<file path="config.mk">
export PLATFORM = sky130hd
export DESIGN_NAME = slice_stream_reader_flat
export DESIGN_NICKNAME = d
export VERILOG_FILES = /design/src/rtl/slice_stream_reader_if.sv /design/src/rtl/slice_stream_reader.sv /design/src/flat_wrapper.sv
export SDC_FILE = /design/constraint.sdc
export NUM_CORES = 1
export LEC_CHECK = 0
export CAP_MARGIN = 20
export CELL_PAD_IN_SITES_DETAIL_PLACEMENT = 1
export CELL_PAD_IN_SITES_GLOBAL_PLACEMENT = 1
export CORE_MARGIN = 2
export CORE_UTILIZATION = 38
export CTS_BUF_LIST = sky130_fd_sc_hd__clkbuf_8
export CTS_CLUSTER_DIAMETER = 40
export DETAILED_ROUTE_END_ITERATION = 8
export GPL_TIMING_DRIVEN = 0
export PLACE_DENSITY = 0.75
export SYNTH_ARGS = -nofsm -noshare
export SYNTH_HDL_FRONTEND = slang
export SYNTH_SLANG_ARGS = --single-unit
</file>
<file path="constraint.sdc">
create_clock -name clk -period 1.57 [get_ports clk]
set_input_delay 0.2355 -clock clk [delete_from_list [all_inputs] [get_ports clk]]
set_output_delay 0.2355 -clock clk [all_outputs]
set_load 0.05 [all_outputs]
</file>
<file path="src/rtl/slice_stream_reader_if.sv">
// Buffer read port (Avalon-MM, 1-cycle latency) and output packet stream (Avalon-ST)
// of the slice stream reader, bundled so the reader sees them as one bus.
interface slice_stream_reader_if #(
  parameter int ADDR_W = 10,
  parameter int DATA_W = 32
);
  logic [ADDR_W-1:0] mem_address;
  logic              mem_chipselect;
  logic [DATA_W-1:0] mem_readdata;
  logic [DATA_W-1:0] out_data;
  logic              out_valid;
  logic              out_ready;
  logic              out_sop;
  logic              out_eop;

  modport master (
    output mem_address, mem_chipselect, out_data, out_valid, out_sop, out_eop,
    input  mem_readdata, out_ready
  );

  modport slave (
    input  mem_address, mem_chipselect, out_data, out_valid, out_sop, out_eop,
    output mem_readdata, out_ready
  );
endinterface

</file>
<file path="src/rtl/slice_stream_reader.sv">
// Reads one slice of the voxel slice buffer per slice pulse and streams it as a packet,
// with a 2-entry skid FIFO credit-matched to the single outstanding buffer read.
module slice_stream_reader #(
  parameter int SLICE_WORDS_LOG2 = 6,
  parameter int NUM_SLICES_LOG2  = 4,
  parameter int DATA_W           = 32,
  parameter int ADDR_W           = SLICE_WORDS_LOG2 + NUM_SLICES_LOG2
) (
  input  logic                       clk,
  input  logic                       reset_n,
  input  logic                       enable,
  input  logic                       index_pulse,
  input  logic                       slice_pulse,
  input  logic                       clear_overrun,
  slice_stream_reader_if.master      bus,
  output logic [NUM_SLICES_LOG2-1:0] slice_num,
  output logic                       busy,
  output logic                       overrun
);

  typedef enum logic [1:0] {IDLE, READ, DRAIN} state_t;

  localparam int ENTRY_W = DATA_W + 2;
  localparam logic [SLICE_WORDS_LOG2-1:0] LAST_WORD = '1;

  state_t                      state_q, state_d;
  logic [NUM_SLICES_LOG2-1:0]  slice_num_q, slice_num_d;
  logic [NUM_SLICES_LOG2-1:0]  next_slice_q, next_slice_d;
  logic [SLICE_WORDS_LOG2-1:0] word_cnt_q, word_cnt_d;
  logic                        inflight_q, inflight_d;
  logic                        inflight_sop_q, inflight_sop_d;
  logic                        inflight_eop_q, inflight_eop_d;
  logic [ENTRY_W-1:0]          fifo_q [2];
  logic [ENTRY_W-1:0]          fifo_d [2];
  logic                        rd_ptr_q, rd_ptr_d;
  logic                        wr_ptr_q, wr_ptr_d;
  logic [1:0]                  count_q, count_d;
  logic                        overrun_q, overrun_d;

  logic [ENTRY_W-1:0] head;
  logic [1:0]         occupancy;
  logic               out_valid;
  logic               pop;
  logic               issue;
  logic               start_index;
  logic               start_slice;
  logic               busy_pulse;

  assign head        = fifo_q[rd_ptr_q];
  assign out_valid   = (count_q != 2'd0);
  assign pop         = out_valid && bus.out_ready;
  // Words held plus the one possibly in flight must never exceed the two FIFO slots.
  assign occupancy   = count_q + {1'b0, inflight_q};
  assign issue       = (state_q == READ) &&
                       ((occupancy < 2'd2) || ((occupancy == 2'd2) && pop));
  assign start_index = enable && index_pulse;
  assign start_slice = enable && slice_pulse && !index_pulse;
  assign busy_pulse  = (state_q != IDLE) && enable && (index_pulse || slice_pulse);

  always_comb begin
    state_d        = state_q;
    slice_num_d    = slice_num_q;
    next_slice_d   = next_slice_q;
    word_cnt_d     = word_cnt_q;
    fifo_d         = fifo_q;
    rd_ptr_d       = rd_ptr_q;
    wr_ptr_d       = wr_ptr_q;
    inflight_d     = issue;
    inflight_sop_d = issue && (word_cnt_q == '0);
    inflight_eop_d = issue && (word_cnt_q == LAST_WORD);

    unique case (state_q)
      IDLE: begin
        if (start_index) begin
          slice_num_d  = '0;
          next_slice_d = {{(NUM_SLICES_LOG2-1){1'b0}}, 1'b1};
          word_cnt_d   = '0;
          state_d      = READ;
        end else if (start_slice) begin
          slice_num_d  = next_slice_q;
          next_slice_d = next_slice_q + 1'b1;
          word_cnt_d   = '0;
          state_d      = READ;
        end
      end
      READ: begin
        if (issue) begin
          word_cnt_d = word_cnt_q + 1'b1;
          if (word_cnt_q == LAST_WORD) begin
            state_d = DRAIN;
          end
        end
      end
      DRAIN: begin
        if (pop && head[DATA_W+1]) begin
          state_d = IDLE;
        end
      end
      default: state_d = IDLE;
    endcase

    // A revolution marker during a transfer still re-aligns the slice sequence.
    if (busy_pulse && index_pulse) begin
      next_slice_d = '0;
    end
    overrun_d = (overrun_q && !clear_overrun) || busy_pulse;

    if (inflight_q) begin
      fifo_d[wr_ptr_q] = {inflight_eop_q, inflight_sop_q, bus.mem_readdata};
      wr_ptr_d         = !wr_ptr_q;
    end
    if (pop) begin
      rd_ptr_d = !rd_ptr_q;
    end
    count_d = count_q + {1'b0, inflight_q} - {1'b0, pop};
  end

  always_ff @(posedge clk or negedge reset_n) begin
    if (!reset_n) begin
      state_q        <= IDLE;
      slice_num_q    <= '0;
      next_slice_q   <= '0;
      word_cnt_q     <= '0;
      inflight_q     <= 1'b0;
      inflight_sop_q <= 1'b0;
      inflight_eop_q <= 1'b0;
      fifo_q[0]      <= '0;
      fifo_q[1]      <= '0;
      rd_ptr_q       <= 1'b0;
      wr_ptr_q       <= 1'b0;
      count_q        <= 2'd0;
      overrun_q      <= 1'b0;
    end else begin
      state_q        <= state_d;
      slice_num_q    <= slice_num_d;
      next_slice_q   <= next_slice_d;
      word_cnt_q     <= word_cnt_d;
      inflight_q     <= inflight_d;
      inflight_sop_q <= inflight_sop_d;
      inflight_eop_q <= inflight_eop_d;
      fifo_q[0]      <= fifo_d[0];
      fifo_q[1]      <= fifo_d[1];
      rd_ptr_q       <= rd_ptr_d;
      wr_ptr_q       <= wr_ptr_d;
      count_q        <= count_d;
      overrun_q      <= overrun_d;
    end
  end

  assign bus.mem_address    = {slice_num_q, word_cnt_q};
  assign bus.mem_chipselect = issue;
  assign bus.out_valid      = out_valid;
  assign bus.out_data       = head[DATA_W-1:0];
  assign bus.out_sop        = out_valid && head[DATA_W];
  assign bus.out_eop        = out_valid && head[DATA_W+1];
  assign slice_num          = slice_num_q;
  assign busy               = (state_q != IDLE);
  assign overrun            = overrun_q;

endmodule

</file>
<file path="src/flat_wrapper.sv">
// flat-port wrapper written by rule: the top's interface ports become plain ports
module slice_stream_reader_flat 
#(
  parameter int SLICE_WORDS_LOG2 = 6,
  parameter int NUM_SLICES_LOG2  = 4,
  parameter int DATA_W           = 32,
  parameter int ADDR_W           = SLICE_WORDS_LOG2 + NUM_SLICES_LOG2
)
  (clk, reset_n, enable, index_pulse, slice_pulse, clear_overrun, slice_num, busy, overrun, bus_mem_address, bus_mem_chipselect, bus_out_data, bus_out_valid, bus_out_sop, bus_out_eop, bus_mem_readdata, bus_out_ready);
  slice_stream_reader_if #(.ADDR_W(ADDR_W), .DATA_W(DATA_W)) bus_i ();
  input  logic clk;
  input  logic reset_n;
  input  logic enable;
  input  logic index_pulse;
  input  logic slice_pulse;
  input  logic clear_overrun;
  output logic [NUM_SLICES_LOG2-1:0] slice_num;
  output logic busy;
  output logic overrun;
  output wire logic [$bits(bus_i.mem_address)-1:0] bus_mem_address;
  output wire logic [$bits(bus_i.mem_chipselect)-1:0] bus_mem_chipselect;
  output wire logic [$bits(bus_i.out_data)-1:0] bus_out_data;
  output wire logic [$bits(bus_i.out_valid)-1:0] bus_out_valid;
  output wire logic [$bits(bus_i.out_sop)-1:0] bus_out_sop;
  output wire logic [$bits(bus_i.out_eop)-1:0] bus_out_eop;
  input wire logic [$bits(bus_i.mem_readdata)-1:0] bus_mem_readdata;
  input wire logic [$bits(bus_i.out_ready)-1:0] bus_out_ready;
  assign bus_mem_address = bus_i.mem_address;
  assign bus_mem_chipselect = bus_i.mem_chipselect;
  assign bus_out_data = bus_i.out_data;
  assign bus_out_valid = bus_i.out_valid;
  assign bus_out_sop = bus_i.out_sop;
  assign bus_out_eop = bus_i.out_eop;
  assign bus_i.mem_readdata = bus_mem_readdata;
  assign bus_i.out_ready = bus_out_ready;
  slice_stream_reader #(.SLICE_WORDS_LOG2(SLICE_WORDS_LOG2), .NUM_SLICES_LOG2(NUM_SLICES_LOG2), .DATA_W(DATA_W), .ADDR_W(ADDR_W)) u_core (.clk(clk), .reset_n(reset_n), .enable(enable), .index_pulse(index_pulse), .slice_pulse(slice_pulse), .clear_overrun(clear_overrun), .bus(bus_i), .slice_num(slice_num), .busy(busy), .overrun(overrun));
endmodule
</file>
==> summary.md, run 1 <==
| Metric | Value |
|---|---|
| Synthesized area | `4220 µm²` |
| Async SR Flop Fraction | `1.000` |
| Adder-cell area share of the yosys netlist | `0.01482` |
| Max frequency | `0.5135 GHz` |
| Yosys top cell by area | `dfrtp_1` |
| Final core utilization | `0.5467` |
| R2R depth | `6` |
| Post-synthesis cell type count | `40` |
| DR vias | `2890` |
| Failing checks | `negative setup slack` |
| Crit path to | `bus_mem_chipselect` |
| Crit path kind | `register to output port` |
| Clock Skew | `0.008842 ns` |
| Gr ovfl total | `0` |
| Reg-to-Reg End | `u_core.word_cnt_q[3]` |
| Clk_lat worst skew | `0.35 ns` |
| Vias/cell | `5.017` |
| Worst-Margin Slew | `0.4890 ns` |
| Die Y | `109.4 µm` |
| Largest net degree at the start of global routing | `61` |
| EDFF count, synth | `0` |
| DIE AREA | `11970 µm²` |
| Drt drc | `0` |
| Post-synthesis mux area share | `0.2790` |
| Synth Area in XOR/XNOR | `0.01216` |
| Dpl hpwl | `6960 µm` |
| # IOs | `91` |
| Rows | `38` |
| Post-Syn Instances | `309` |
| Hold crit path type | `primary input to register` |
| Clk sink count | `92` |
| All-Layer GR Usage | `0.1738` |
| DR WL/cell | `17.56 µm` |
| First-pass GRT wire length | `15910 µm` |
| Non-Filler Instances | `576` |
| Cells after DPL | `538` |
| Final worst-path cycle share | `1.240` |
| CP arrival | `1.71 ns` |
| R2R setup slack | `-0.22 ns` |
| Status | `finished, violations left` |
| Final worst slack | `-0.3776 ns` |
| Clk buf depth | `2` |
| GP Congestion | `0.7904` |
| WL final | `10110 µm` |
| Synth top cells by count | `101 x mux2_2, 92 x dfrtp_1, 14 x inv_1` |
| Diode count | `0` |
| Top-count cell post-synth | `mux2_2` |
| CP startpoint kind | `register` |
| RSZ-0062 raised after global routing | `true` |
| Area delta synth->final | `40.44%` |
| CORE AREA | `10840 µm²` |
| CP startpoint | `u_core.count_q[0]` |
| CTS Buf Count | `9` |
| Antenna viol nets, final | `0` |
| Largest fanout on the critical path | `3` |
| Largest cells by area after synthesis | `dfrtp_1 55%, mux2_2 27%, ha_1 1.5%, buf_2 1.3%, inv_1 1.2%` |
| Simple-gate share of the synthesized area | `0.05485` |
| Sequential-to-total area share from yosys stat | `0.5455` |
| Synth top area share | `0.5455` |
| Fillers | `1113` |
| CTS tree | `yes` |
| Max cap viols | `0` |
| 1st-iter DRT viols | `50` |
| Critical R2R Launch | `u_core.count_q[0]` |
| Ys flop type | `dfrtp_1` |
| DR pass1 iterations | `3` |
| Req. time, crit path | `1.33 ns` |
| Port Buf Inserts | `88` |
| Initial Util | `0.3893` |
| Initial antenna violation count | `0` |
| Main combinational cell family by area after synthesis | `multiplexers` |
| Post-synthesis register bit count | `92` |
| Ratio of cells with drive above 1 in the final layout | `0.5161` |
| Syn_nets | `353` |
| # setup viols final | `42` |
| Clk root buf | `clkbuf_8` |
| Final Critical Period | `1.948 ns` |
| Yosys warnings | `0` |
| Vias in the first global route | `3092` |
| Slew headroom | `0.6753` |
| Slew Limit Fails | `0` |
| Final hold violation count | `0` |
| Fin Setup TNS | `-8.287 ns` |
| Syn_area_per_cell | `13.66 µm²` |
| Reg clk slew, reported paths | `0.09 ns` |
| Die width | `109.4 µm` |
| Compound-gate portion of the synthesized area | `0.05663` |
| H-tree levels | `3` |
| CP Capture Type | `output port` |
| Total Nets Final | `475` |
registers in the layout (all words and copies together) (netlist names):
signal / flops
u_core.count_q: 2
u_core.word_cnt_q: 6
u_core.next_slice_q: 4
u_core.overrun: 1
u_core.inflight_q: 1
u_core.state_q: 2
u_core.inflight_eop_q: 1
u_core.fifo_q: 68
u_core.wr_ptr_q: 1
u_core.inflight_sop_q: 1
u_core.rd_ptr_q: 1
u_core.slice_num: 4
critical path, cell delays in order (launching register included):
cell and delay [ns]:
dfrtp_1 0.42, buf_4 0.16, or3b_4 0.39, o211ai_4 0.11, clkinvlp_4 0.13, buf_6 0.16
metrics by stage:
stage,worst slack [ns],instance area (µm²),hold slack [ns]
finish,-0.3776,5927,0.1126
global route,-0.4539,5927,0.1101
CTS,-0.4021,5612,0.09927
detailed placement,-0.8652,5318,0.2135
global placement,-3.480,5293,0.4738
floorplan,-0.1065,4237,-0.06009
cells in the final DEF (no fill, tap or decap), types with 4 or more instances in the layout:
| cell | count |
|---|---|
| buf_8 | 7 |
| clkdlybuf4s50_1 | 35 |
| o21ai_0 | 9 |
| buf_6 | 36 |
| and3_1 | 4 |
| nor2b_1 | 5 |
| nand2_1 | 7 |
| mux2_4 | 9 |
| dfrtp_1 | 89 |
| clkbuf_8 | 11 |
| mux2_2 | 92 |
| nand3_1 | 6 |
| clkdlybuf4s15_2 | 8 |
| ha_1 | 4 |
| buf_4 | 23 |
| inv_1 | 14 |
worst min path at each step:
stage	startpoint	endpoint	slack [ns]	depth (start not counted)
floorplan	reset_n	u_core.count_q[0]	-0.06	0
global placement	u_core.wr_ptr_q	u_core.wr_ptr_q	0.47	1
detailed placement	reset_n	u_core.fifo_q[44]	0.21	1
CTS	enable	u_core.next_slice_q[3]	0.1	2
global route	enable	u_core.next_slice_q[3]	0.11	2
finish	enable	u_core.next_slice_q[3]	0.11	2
per-layer routing:
layer / share of wire / global-route usage / up-vias
li1: - / - / 1339
met1: 0.44 / 0.2281 / 1482
met2: 0.50 / 0.2892 / 59
met3: 0.039 / 0.03201 / 10
met4: 0.012 / 0.05967 / 0
met5: 0 / 0 / -
layout make-up:
cell class | count | area, µm² | area share
clock buffers | 11 | 151.4 | 0.02554
well taps | 140 | 175.2 | 0.02955
inverters | 14 | 56.30 | 0.009500
flip-flops and latches | 92 | 2306 | 0.3891
multi-input cells | 185 | 1846 | 0.3114
repair buffers | 113 | 1187 | 0.2003
plain buffers | 16 | 153.9 | 0.02597
clock inverters | 5 | 51.30 | 0.008655
cell families after synthesis:
kind of cell	Yosys count
multiplexers	105
flip-flops	92
AND/OR/NAND/NOR	40
buffers and inverters	32
AO/OA/AOI/OAI	30
XOR/XNOR	5
adder cells (fa/ha/maj)	5
timing repair:
item                                   4_1_cts  5_1_grt
cloned                                       0        1
pin swaps                                    2        0
setup endpoints to repair                   59      100
endpoints found under the hold margin       32        0
buffers inserted                            12       10
gates resized for setup                    255      102
hold buffers                                 1        0
Power of run 1 is left out: the tool's default activity adds up to more than one toggle a clock period on the data nets, which glitch-free logic cannot reach.
==> inputs of run 2 (changes only) <==
SKIP_LAST_GASP = 1   (was unset)
==> run 2 against run 1 <==
  * Via count is 0.76% higher
  * The flow still finishes with violations (negative setup slack)
  * Sequential cell count stayed put
  * Cell area is 2.7% higher
  * Setup slack better by 0.0012 ns
  * Critical endpoint unchanged
  * Critical path depth stayed put
  * Sequential share of layout area is 1.0 points lower
  * Clock-buffer cell count stayed put
  * First-iteration DRC count is 18% lower
  * Cell count is 0.87% higher
==> summary.md, run 2 (synthesized netlist as in run 1, its figures left out) <==
| Metric | Value |
|---|---|
| Reg-to-Reg End | `u_core.word_cnt_q[3]` |
| Clk root buf | `clkbuf_8` |
| Final worst slack | `-0.3764 ns` |
| Worst-Margin Slew | `0.4865 ns` |
| Gr ovfl total | `0` |
| CP peak stage delay | `0.42 ns` |
| DR WL/cell | `17.97 µm` |
| Clk_lat worst skew | `0.35 ns` |
| Most flop-heavy register | `u_core.fifo_q` |
| CTS Buf Count | `9` |
| Hold crit path type | `primary input to register` |
| DIE AREA | `11970 µm²` |
| R2R setup slack | `-0.23 ns` |
| Ratio of cells with drive above 1 in the final layout | `0.5238` |
| Cells after DPL | `538` |
| Req. time, crit path | `1.33 ns` |
| DR vias | `2912` |
| DR pass1 iterations | `4` |
| Final hold violation count | `0` |
| Final worst-path cycle share | `1.240` |
| Die width | `109.4 µm` |
| Hold Crit Start | `enable` |
| GP Congestion | `0.7904` |
| 1st-iter DRT viols | `41` |
| Commonest non-fill, non-tap cell in the layout | `dfrtp_1` |
| WL final | `10440 µm` |
| Vias/cell | `5.012` |
| Diode count | `0` |
| Final Cell Area | `6086 µm²` |
| Initial antenna violation count | `0` |
| Max frequency | `0.5138 GHz` |
| Final hold slack | `0.1150 ns` |
| Regs by FF count | `u_core.fifo_q x68, u_core.word_cnt_q x6` |
| Slew headroom | `0.6770` |
| Worst path buffer plus inverter count | `3` |
| CTS tree | `yes` |
| Final Critical Period | `1.946 ns` |
| # setup viols final | `42` |
| Clk buf depth | `2` |
| Fillers | `1099` |
| Antenna viol nets, final | `0` |
| Critical R2R Launch | `u_core.count_q[0]` |
| Status | `finished, violations left` |
| DP Worst Slack | `-0.8652 ns` |
| Rows | `38` |
| Port Buf Inserts | `88` |
| Area delta synth->final | `44.20%` |
| CORE AREA | `10840 µm²` |
| Crit path kind | `register to output port` |
| CP Capture Type | `output port` |
| All-Layer GR Usage | `0.1740` |
| Max reg flops | `68` |
| WHS Endpoint | `u_core.next_slice_q[3]` |
| DP Area | `5318 µm²` |
| R2R depth | `6` |
| Critical Path Slowest Stage Cell | `dfrtp_1` |
| Failing checks | `negative setup slack` |
| Die Y | `109.4 µm` |
| RSZ-0062 raised after global routing | `true` |
| Largest net degree at the start of global routing | `61` |
| Initial Util | `0.3893` |
| Cell count of the worst hold path | `2` |
| Clk sink count | `92` |
| Non-Filler Instances | `581` |
| Dpl hpwl | `6960 µm` |
| Max cap viols | `0` |
| CP top delay family | `buffers and inverters` |
| CP arrival | `1.71 ns` |
| CP cell instances | `buf_4, or3b_4, o211ai_4, clkinvlp_4, buf_6` |
| CP startpoint kind | `register` |
| Largest fanout on the critical path | `3` |
| Total Nets Final | `480` |
| Vias in the first global route | `3080` |
| Clock Skew | `0.009821 ns` |
| # IOs | `91` |
| First-pass GRT wire length | `15930 µm` |
| Reg clk slew, reported paths | `0.09 ns` |
| Most frequent cells in the layout | `89 x dfrtp_1, 78 x mux2_2, 35 x clkdlybuf4s50_1` |
| H-tree levels | `3` |
| Slew Limit Fails | `0` |
| Drt drc | `0` |
==> run 2: cell count changes in the layout (fill, tap and decap cells not counted), sizes merged <==
| cell | before | now |
|---|---|---|
| dlygate4sd2 | 3 | 2 |
| clkdlybuf4s15 | 10 | 11 |
| clkbuf | 18 | 23 |
==> run 2: metrics by stage <==
step,setup TNS [ns],util
after global placement,-317.48,0.4882
after global routing,-12.95,0.5614
after CTS,-16.56,0.5110
final,-10.26,0.5614
after detailed placement,-29.15,0.4905
after floorplan,-0.2403,-
==> run 2: layout make-up <==
cell class / count / area [µm²] / share of cell area
Timing Repair Buffer: 118 / 1294 / 0.2126
Clock inverter: 5 / 51.30 / 0.008429
Multi-Input combinational cell: 185 / 1898 / 0.3119
Sequential cell: 92 / 2306 / 0.3789
Tap cell: 140 / 175.2 / 0.02878
Inverter: 14 / 56.30 / 0.009252
Clock buffer: 11 / 151.4 / 0.02488
Buffer: 16 / 153.9 / 0.02529
==> run 2: repair_timing <==
action	4_1_cts	5_1_grt
gates cloned	0	2
hold buffers	1	0
resized for setup	231	159
buffers inserted	12	15
setup endpoints to repair	59	110
pin swaps	2	0
endpoints found under the hold margin	32	0
==> run 2: worst max path at each step <==
stage | cells past startpoint | endpoint | startpoint
CTS | 5 | bus_mem_chipselect | u_core.inflight_q
floorplan | 4 | bus_mem_chipselect | u_core.inflight_q
detailed placement | 5 | bus_out_sop | u_core.rd_ptr_q
global route | 5 | bus_mem_chipselect | u_core.count_q[0]
finish | 5 | bus_mem_chipselect | u_core.count_q[0]
global placement | 1 | u_core.word_cnt_q[1] | reset_n
==> run 2: metal layers <==
layer	up-vias	global-route usage	part of all wire
met5	-	0	0
met4	0	0.05967	0.011
met3	12	0.03201	0.036
met2	61	0.2888	0.52
met1	1490	0.2289	0.44
li1	1349	-	-
Power of run 2 is left out for the same reason.
